**config.mk**
```make
export PLATFORM = sky130hd
export DESIGN_NAME = audio_sdm_dac
export DESIGN_NICKNAME = d
export VERILOG_FILES = /design/src/rtl/audio_sdm_dac.sv
export SDC_FILE = /design/constraint.sdc
export NUM_CORES = 1
export LEC_CHECK = 0
export ABC_AREA = 1
export BUFFER_PORTS_ARGS = -buffer_cell sky130_fd_sc_hd__buf_2
export CAP_MARGIN = 20
export CORE_MARGIN = 8
export CORE_UTILIZATION = 35
export DETAILED_ROUTE_END_ITERATION = 12
export GPL_TIMING_DRIVEN = 1
export SLEW_MARGIN = 20
export SYNTH_ARGS = -nofsm -noshare
export SYNTH_HDL_FRONTEND = slang
export SYNTH_SLANG_ARGS = --single-unit
```
**constraint.sdc**
```tcl
create_clock -name clk -period 8.3 [get_ports clk]
set_input_delay 2.49 -clock clk [delete_from_list [all_inputs] [get_ports clk]]
set_output_delay 2.49 -clock clk [all_outputs]
set_load 0.03 [all_outputs]
```
**src/rtl/audio_sdm_dac.sv**
```systemverilog
// PCM sample FIFO feeding a hold register and a saturating second-order delta-sigma PDM modulator.
// Define AUDIO_SDM_DITHER_EN to add +/-1 LFSR dither to the modulator input.
module audio_sdm_dac #(
  parameter int DEPTH = 4,
  parameter int ACC_W = 24
) (
  input  logic                     clk,
  input  logic                     rst_n,
  input  logic                     in_valid,
  output logic                     in_ready,
  input  logic [15:0]              in_data,
  input  logic                     stb_pcm,
  input  logic                     stb_mod,
  input  logic                     mute,
  output logic                     pdm_out,
  output logic                     underrun,
  output logic [$clog2(DEPTH):0]   level
);

  localparam int AW = $clog2(DEPTH);
  localparam int LW = AW + 1;
  localparam int EW = ACC_W + 2;
  localparam logic [LW-1:0] FULL_LVL = LW'(DEPTH);
  localparam logic signed [EW-1:0] SAT_HI = {3'b000, {(ACC_W-1){1'b1}}};
  localparam logic signed [EW-1:0] SAT_LO = {3'b111, {(ACC_W-1){1'b0}}};
  localparam logic signed [ACC_W-1:0] FB_POS = {{(ACC_W-16){1'b0}}, 16'h7FFF};
  localparam logic signed [ACC_W-1:0] FB_NEG = {{(ACC_W-16){1'b1}}, 16'h8000};

  logic [15:0]              mem_r [DEPTH];
  logic [AW-1:0]            wr_ptr_r;
  logic [AW-1:0]            rd_ptr_r;
  logic [LW-1:0]            level_r;
  logic signed [15:0]       hold_r;
  logic                     underrun_r;
  logic signed [ACC_W-1:0]  i1_r;
  logic signed [ACC_W-1:0]  i2_r;
  logic                     pdm_r;

  logic                     empty_s;
  logic                     full_s;
  logic                     wr_en_s;
  logic                     rd_en_s;
  logic signed [ACC_W-1:0]  x_s;
  logic signed [ACC_W-1:0]  fb_s;
  logic signed [ACC_W-1:0]  i1_nxt_s;
  logic signed [ACC_W-1:0]  i2_nxt_s;

`ifdef AUDIO_SDM_DITHER_EN
  logic [15:0] lfsr_r;
`endif

  function automatic logic signed [EW-1:0] widen(input logic signed [ACC_W-1:0] v);
    widen = {{2{v[ACC_W-1]}}, v};
  endfunction

  function automatic logic signed [ACC_W-1:0] sat(input logic signed [EW-1:0] v);
    if (v > SAT_HI) begin
      sat = SAT_HI[ACC_W-1:0];
    end else if (v < SAT_LO) begin
      sat = SAT_LO[ACC_W-1:0];
    end else begin
      sat = v[ACC_W-1:0];
    end
  endfunction

  // FIFO status and handshake decode; full blocks writes even on a pop cycle
  always_comb begin
    empty_s = (level_r == {LW{1'b0}});
    full_s  = (level_r == FULL_LVL);
    wr_en_s = in_valid & ~full_s;
    rd_en_s = stb_pcm & ~empty_s;
  end

  // Modulator next-state: both integrators saturate, feedback uses the current pdm bit
  always_comb begin
    if (mute) begin
      x_s = {ACC_W{1'b0}};
    end else begin
      x_s = {{(ACC_W-16){hold_r[15]}}, hold_r};
    end
`ifdef AUDIO_SDM_DITHER_EN
    if (lfsr_r[0]) begin
      x_s = x_s + ACC_W'(1);
    end else begin
      x_s = x_s - ACC_W'(1);
    end
`endif
    fb_s     = pdm_r ? FB_POS : FB_NEG;
    i1_nxt_s = sat(widen(i1_r) + widen(x_s) - widen(fb_s));
    i2_nxt_s = sat(widen(i2_r) + widen(i1_nxt_s) - widen(fb_s));
  end

  // Sample storage; contents need no reset because the pointers are cleared
  always_ff @(posedge clk) begin
    if (wr_en_s) begin
      mem_r[wr_ptr_r] <= in_data;
    end
  end

  // FIFO pointers, occupancy, hold register and underrun flag
  always_ff @(posedge clk) begin
    if (!rst_n) begin
      wr_ptr_r   <= {AW{1'b0}};
      rd_ptr_r   <= {AW{1'b0}};
      level_r    <= {LW{1'b0}};
      hold_r     <= 16'sd0;
      underrun_r <= 1'b0;
    end else begin
      underrun_r <= stb_pcm & empty_s;
      if (wr_en_s) begin
        wr_ptr_r <= wr_ptr_r + AW'(1);
      end
      if (rd_en_s) begin
        rd_ptr_r <= rd_ptr_r + AW'(1);
        hold_r   <= mem_r[rd_ptr_r];
      end
      case ({wr_en_s, rd_en_s})
        2'b10:   level_r <= level_r + LW'(1);
        2'b01:   level_r <= level_r - LW'(1);
        default: level_r <= level_r;
      endcase
    end
  end

  // Modulator state advances only on the modulator tick
  always_ff @(posedge clk) begin
    if (!rst_n) begin
      i1_r   <= {ACC_W{1'b0}};
      i2_r   <= {ACC_W{1'b0}};
      pdm_r  <= 1'b0;
`ifdef AUDIO_SDM_DITHER_EN
      lfsr_r <= 16'hACE1;
`endif
    end else if (stb_mod) begin
      i1_r   <= i1_nxt_s;
      i2_r   <= i2_nxt_s;
      pdm_r  <= ~i2_nxt_s[ACC_W-1];
`ifdef AUDIO_SDM_DITHER_EN
      lfsr_r <= {lfsr_r[14:0], lfsr_r[15] ^ lfsr_r[13] ^ lfsr_r[12] ^ lfsr_r[10]};
`endif
    end
  end

  assign in_ready = ~full_s;
  assign pdm_out  = pdm_r;
  assign underrun = underrun_r;
  assign level    = level_r;

endmodule

```
==> results of run 1 <==
[critical path, delay by kind of cell]
kind | cells | cell delay, ns
AND/OR/NAND/NOR | 16 | 1.72
buffers and inverters | 7 | 1.18
adder cells (fa/ha/maj) | 4 | 1.75
AO/OA/AOI/OAI | 3 | 0.80
[metal layers]
metal	wire length (um)	track usage	up-vias
met3	869	0.02020	27
met5	0	0	-
met4	478	0.05314	0
met1	12320	0.2082	3879
li1	-	-	4378
met2	11370	0.2511	145
[final cells by class]
type | instances | share of cell area
Timing Repair Buffer | 51 | 0.03037
Inverter | 234 | 0.07838
Tap cell | 384 | 0.04288
Clock inverter | 14 | 0.01184
Multi-Input combinational cell | 951 | 0.4960
Sequential cell | 137 | 0.3023
Clock buffer | 18 | 0.03830
[cells by family after synthesis]
group | count (synthesis)
simple gates | 587
buf+inv | 272
compound gates | 222
flops | 137
fa+ha+maj | 106
xor+xnor | 36
[state kept, by name, summed over array words and instances, names as in the netlist]
name / count
underrun: 1
rd_ptr_r: 2
wr_ptr_r: 2
mem_r: 64
i1_r: 24
pdm_out: 1
i2_r: 24
level: 3
hold_r: 16
[worst min-delay path by stage]
stage / from / to / slack [ns] / cells past startpoint
global placement: i2_r[0]$_SDFFE_PN0P_ / i2_r[0]$_SDFFE_PN0P_ / 0.46 / 2
CTS: i2_r[0]$_SDFFE_PN0P_ / i2_r[0]$_SDFFE_PN0P_ / 0.48 / 2
detailed placement: i2_r[0]$_SDFFE_PN0P_ / i2_r[0]$_SDFFE_PN0P_ / 0.47 / 2
finish: i2_r[0]$_SDFFE_PN0P_ / i2_r[0]$_SDFFE_PN0P_ / 0.47 / 2
floorplan: i2_r[0]$_SDFFE_PN0P_ / i2_r[0]$_SDFFE_PN0P_ / 0.45 / 2
global route: i2_r[0]$_SDFFE_PN0P_ / i2_r[0]$_SDFFE_PN0P_ / 0.50 / 2
[cell usage after synthesis]
| master | n |
|---|---|
| a211oi_1 | 1 |
| a21o_1 | 3 |
| a21oi_1 | 96 |
| a31oi_1 | 19 |
| and2_1 | 3 |
| buf_1 | 4 |
| buf_2 | 5 |
| buf_4 | 3 |
| buf_6 | 2 |
| clkbuf_1 | 24 |
| clkinv_1 | 2 |
| dfxtp_1 | 73 |
| edfxtp_1 | 64 |
| fa_1 | 49 |
| ha_1 | 57 |
| inv_1 | 231 |
| inv_2 | 1 |
| nand2_1 | 339 |
| nand2_2 | 6 |
| nand3_1 | 62 |
| nand4_1 | 9 |
| nor2_1 | 154 |
| nor2_2 | 1 |
| nor3_1 | 9 |
| o211ai_1 | 4 |
| o21a_1 | 2 |
| o21ai_0 | 90 |
| o21ai_4 | 1 |
| o21bai_1 | 6 |
| or2_2 | 4 |
| xnor2_1 | 12 |
| xor2_1 | 24 |
[per-stage QoR]
step	hold slack, ns	instances
after global routing	0.5042	1789
final	0.4724	1789
after CTS	0.4763	1789
after floorplan	0.4497	1360
after detailed placement	0.4665	1757
after global placement	0.4589	1757
==> key figures, run 1 <==
Logic synthesis
  – XOR/XNOR Fraction of Synth Area: 0.03159
  – Yosys top cell area share: 0.1925
  – Register area share after synthesis: 0.3389
  – Adder-Cell Fraction of Synth Area: 0.1697
  – Avg Inst Size Synth: 7.340 um2
  – Mapped cell area: 0.009982 mm2
  – Dominant cell type by area after synthesis: edfxtp_1
  – Syn nets: 1,488
  – Largest family of logic cells by synthesized area: simple AND/OR/NAND/NOR gates
  – Yosys reg bits: 137
  – Synth area leaders: edfxtp_1 19%, dfxtp_1 15%, nand2_1 13%
  – Post-Syn Instances: 1,360
  – Post-synthesis compound-gate area fraction: 0.1188
  – Post-synthesis mux area share: 0
  – Synthesis Warnings: 0
  – Synth Area in Simple Gates: 0.2354
  – Synth unique cells: 32

Routing
  – Total vias in the final route: 8,429
  – Final WL: 25,040 um
  – Final ANT Viol Nets: 0
  – Post-DR wirelength/cell: 14.00 um
  – First DRT Iteration DRCs: 481
  – Residual DRC: 0
  – Detailed Routing Iterations Pass 1: 5
  – Vias/cell: 4.712

Cells and area
  – Area of the multi-input gates: 0.005558 mm2
  – # diodes: 0
  – Final core utilization: 0.3947
  – Area growth from synthesis to layout: 12.26%
  – Most frequent cells in the layout: 339 x nand2_1, 231 x inv_1, 149 x nor2_1
  – Fin area: 0.01121 mm2
  – Layout net count: 1,520
  – Layout cells sized above 1: 0.07189
  – Storage cell area: 0.003387 mm2
  – Commonest non-fill, non-tap cell in the layout: nand2_1
  – Fillers: 2,967

STA
  – Slew Limit Fails: 0
  – Fin crit share: 0.9230
  – Final worst slack: 0.6392 ns
  – Minimum clock period: 7.661 ns
  – Max Clock Skew: 0.02294 ns
  – Slew Limit Headroom: 0.3478
  – Final hold violations: 0
  – Final setup fails: 0
  – Max frequency: 130.5 MHz
  – Setup TNS Final: 0 ns
  – RSZ-0062 raised after global routing: false
  – Worst-margin pin slew: 0.9772 ns

Clock network
  – Num CTS Buffers: 17
  – Cts repair resizes: 0
  – Clock Tree Buf Depth: 2
  – Hold_buf cts: 0
  – Clock-pin transition on the worst setup and hold timing paths: 0.06 ns
  – CTS Root Cell: clkbuf_16
  – CTS tree: yes
  – Sink Count: 137
  – Clk_lat worst skew: 0.43 ns
  – H-Tree Depth: 4
  – Post-CTS setup buffers: 0

Floorplan
  – CORE AREA: 0.02839 mm2
  – Site row count: 62
  – Starting Density: 0.3516
  – Die height: 184.9 um
  – I/O pins: 28
  – Die area: 0.03418 mm2
  – Die W: 184.9 um

Worst setup path
  – CP endpoint: i2_r[2]$_SDFFE_PN0P_
  – R2r endpoint: i2_r[2]$_SDFFE_PN0P_
  – Critical Path RT: 8.59 ns
  – Flop-to-flop setup slack: 2.39 ns
  – CP peak stage delay: 0.48 ns
  – Worst r2r src: pdm_out$_SDFFE_PN0P_
  – Crit path launch: mute
  – CP max FO: 23
  – Highest-delay cell along the critical path: fa_1
  – Type of the worst setup path: input pin to flop
  – Cell mode on critical path: nand2_1
  – Crit path arrival time: 7.95 ns
  – R2r worst-path depth: 25
  – Critical Path Sink Type: flop
  – Critical Path Source Type: input pin

GRT
  – Global-route wire length before repair: 42,090 um
  – Vias in the first global route: 8,418
  – Initial antenna violation count: 1
  – Pin count of the biggest net entering global routing: 59
  – Gr ovfl total: 0
  – Gr usage total: 0.1543

Run status
  – Outcome: complete, no violations

Placement
  – GP Congestion: 0.8892
  – DP HPWL: 18,430 um
  – Buffers on Ports: 27
  – Setup WS pre-CTS: 0.2707 ns
  – Area after DPL: 0.01064 mm2

Run
  – Maxcap violations: 0

Worst hold path
  – HP Class: flop to flop
Power of run 1 is not shown: default switching activity piles up to over one toggle a cycle in this logic, so the estimate is an artifact.
==> run 2: changes to the inputs <==
- clock period: 8.3 -> 6.5 ns (I/O delays scaled with it)
==> key figures, run 2 (synthesized netlist as in run 1, its figures left out) <==
Run status
  – Outcome: finished, violations left
  – Violated checks: setup timing

Worst setup path
  – Critical Path Sink Type: flop
  – Critical Path RT: 6.82 ns (-1.77 ns)
  – Flop-to-flop setup slack: 1.05 ns (-1.34 ns)
  – Type of the worst setup path: input pin to flop
  – Crit path launch: mute
  – CP max FO: 7 (-70%)
  – CP peak stage delay: 0.51 ns (+0.03 ns)
  – Crit path arrival time: 6.84 ns (-1.11 ns)
  – Worst r2r src: pdm_out$_SDFFE_PN0P_
  – Critical Path Source Type: input pin
  – Highest-delay cell along the critical path: fa_1
  – Cell mode on critical path: nand2_2
  – R2r worst-path depth: 30 (+20%)

Worst hold path
  – HP Class: flop to flop
  – Hold Startpoint: i2_r[0]$_SDFFE_PN0P_
  – Hold depth: 2 (unchanged)

Clock network
  – Clock Tree Buf Depth: 2 (unchanged)
  – Sink Count: 137 (unchanged)
  – Clock-pin transition on the worst setup and hold timing paths: 0.07 ns (about the same)
  – Hold_buf cts: 0 (unchanged)
  – CTS Root Cell: clkbuf_16
  – Num CTS Buffers: 17 (unchanged)
  – H-Tree Depth: 4 (unchanged)
  – Clk_lat worst skew: 0.44 ns (about the same)
  – CTS tree: yes

STA
  – Max frequency: 153.3 MHz
  – Final worst slack: -0.02318 ns (-0.6624 ns)
  – Final setup fails: 16 (+16)
  – Slew Limit Fails: 0 (unchanged)
  – Fin crit share: 1.004
  – Hold_ws: 0.4937 ns (+0.02129 ns)
  – Setup TNS Final: -0.2021 ns (-0.2021 ns)
  – RSZ-0062 raised after global routing: true
  – Slew Limit Headroom: 0.4299 (+0.08205)
  – Worst-margin pin slew: 0.8499 ns (-0.1273 ns)
  – Max Clock Skew: 0.01656 ns (-0.006377 ns)
  – Final hold violations: 0 (unchanged)
  – Minimum clock period: 6.523 ns

Placement
  – GP Congestion: 0.9063 (+1.9%)
  – DP HPWL: 20,290 um (+10%)
  – Setup WS pre-CTS: -0.7624 ns (-1.033 ns)
  – Buffers on Ports: 27 (unchanged)

Cells and area
  – Layout cells sized above 1: 0.3098 (+0.2379)
  – Storage cell area: 0.003387 mm2 (unchanged)
  – Largest regs: mem_r x64, i1_r x24, i2_r x24
  – Area of the multi-input gates: 0.006660 mm2 (+20%)
  – # diodes: 0 (unchanged)
  – Final core utilization: 0.4911 (+0.09638)
  – Largest register FFs: 64 (unchanged)
  – Commonest non-fill, non-tap cell in the layout: nand2_1
  – Most frequent cells in the layout: 275 x nand2_1, 218 x inv_1, 206 x buf_4
  – Fillers: 2,672 (-9.9%)
  – Register with the most flip-flops: mem_r
  – Area growth from synthesis to layout: 39.67%
  – Layout net count: 1,716 (+13%)

Routing
  – Final ANT Viol Nets: 0 (unchanged)
  – Detailed Routing Iterations Pass 1: 5 (unchanged)
  – Total vias in the final route: 9,578 (+14%)
  – Post-DR wirelength/cell: 15.03 um (+7.4%)
  – First DRT Iteration DRCs: 598 (+24%)
  – Final WL: 29,830 um (+19%)
  – Residual DRC: 0 (unchanged)
  – Vias/cell: 4.825 (+2.4%)

Floorplan
  – Die W: 184.9 um (unchanged)
  – Die area: 0.03418 mm2 (unchanged)
  – Site row count: 62 (unchanged)
  – Starting Density: 0.3516 (unchanged)
  – Die height: 184.9 um (unchanged)
  – I/O pins: 28 (unchanged)
  – CORE AREA: 0.02839 mm2 (unchanged)

GRT
  – Global-route wire length before repair: 47,550 um (+13%)
  – Vias in the first global route: 9,548 (+13%)
  – Initial antenna violation count: 0 (-1)
  – Gr ovfl total: 0 (unchanged)
  – Gr usage total: 0.1745 (+0.02018)
  – Pin count of the biggest net entering global routing: 58 (-1.7%)

Run
  – Maxcap violations: 0 (unchanged)
==> run 2: cell types whose count changed in the layout (fill, tap and decap cells not counted), sizes merged <==
cell / change
clkinvlp: -1
buf: +194
clkinv: +5
inv: -2
==> run 2: path summary, 6_finish.rpt <==
path,endpoint
worst min register to register,i2_r[0]$_SDFFE_PN0P_
worst min-delay path,i2_r[0]$_SDFFE_PN0P_
worst max-delay path,i2_r[22]$_SDFFE_PN0P_
worst max register to register,i2_r[22]$_SDFFE_PN0P_
==> run 2: through the flow <==
step	cells	cell area, um2
6_report	1985	13940
2_1_floorplan	1360	10030
3_5_place_dp	1923	11910
4_1_cts	1973	13270
5_1_grt	1985	13940
3_3_place_gp	1923	11910
==> run 2: routing by layer <==
metal	vias to the layer above	wire length [um]	GRT usage
met4	0	797	0.06082
met1	4557	13250	0.2123
met3	55	962	0.02864
li1	4758	-	-
met2	208	14820	0.3078
met5	-	0	0
==> run 2: area by class of cell <==
class | count | share of cell area
Clock buffer | 17 | 0.03051
Clock inverter | 15 | 0.01391
Inverter | 234 | 0.06345
Multi-Input combinational cell | 951 | 0.4777
Sequential cell | 137 | 0.2429
Tap cell | 384 | 0.03446
Timing Repair Buffer | 246 | 0.1365
Timing Repair inverter | 1 | 0.0005385
==> run 2: critical path, delay by kind of cell <==
| family | cells | cell delay (ns) |
|---|---|---|
| compound gates | 3 | 0.42 |
| fa+ha+maj | 4 | 1.61 |
| buf+inv | 9 | 1.10 |
| simple gates | 19 | 1.74 |
==> run 2: what timing repair did <==
item,in CTS,in global routing
resized for setup,111,140
gates cloned,4,1
setup endpoints to repair,25,25
buffers inserted,14,11
pin swaps,24,77
Power of run 2 is left out for the same reason.
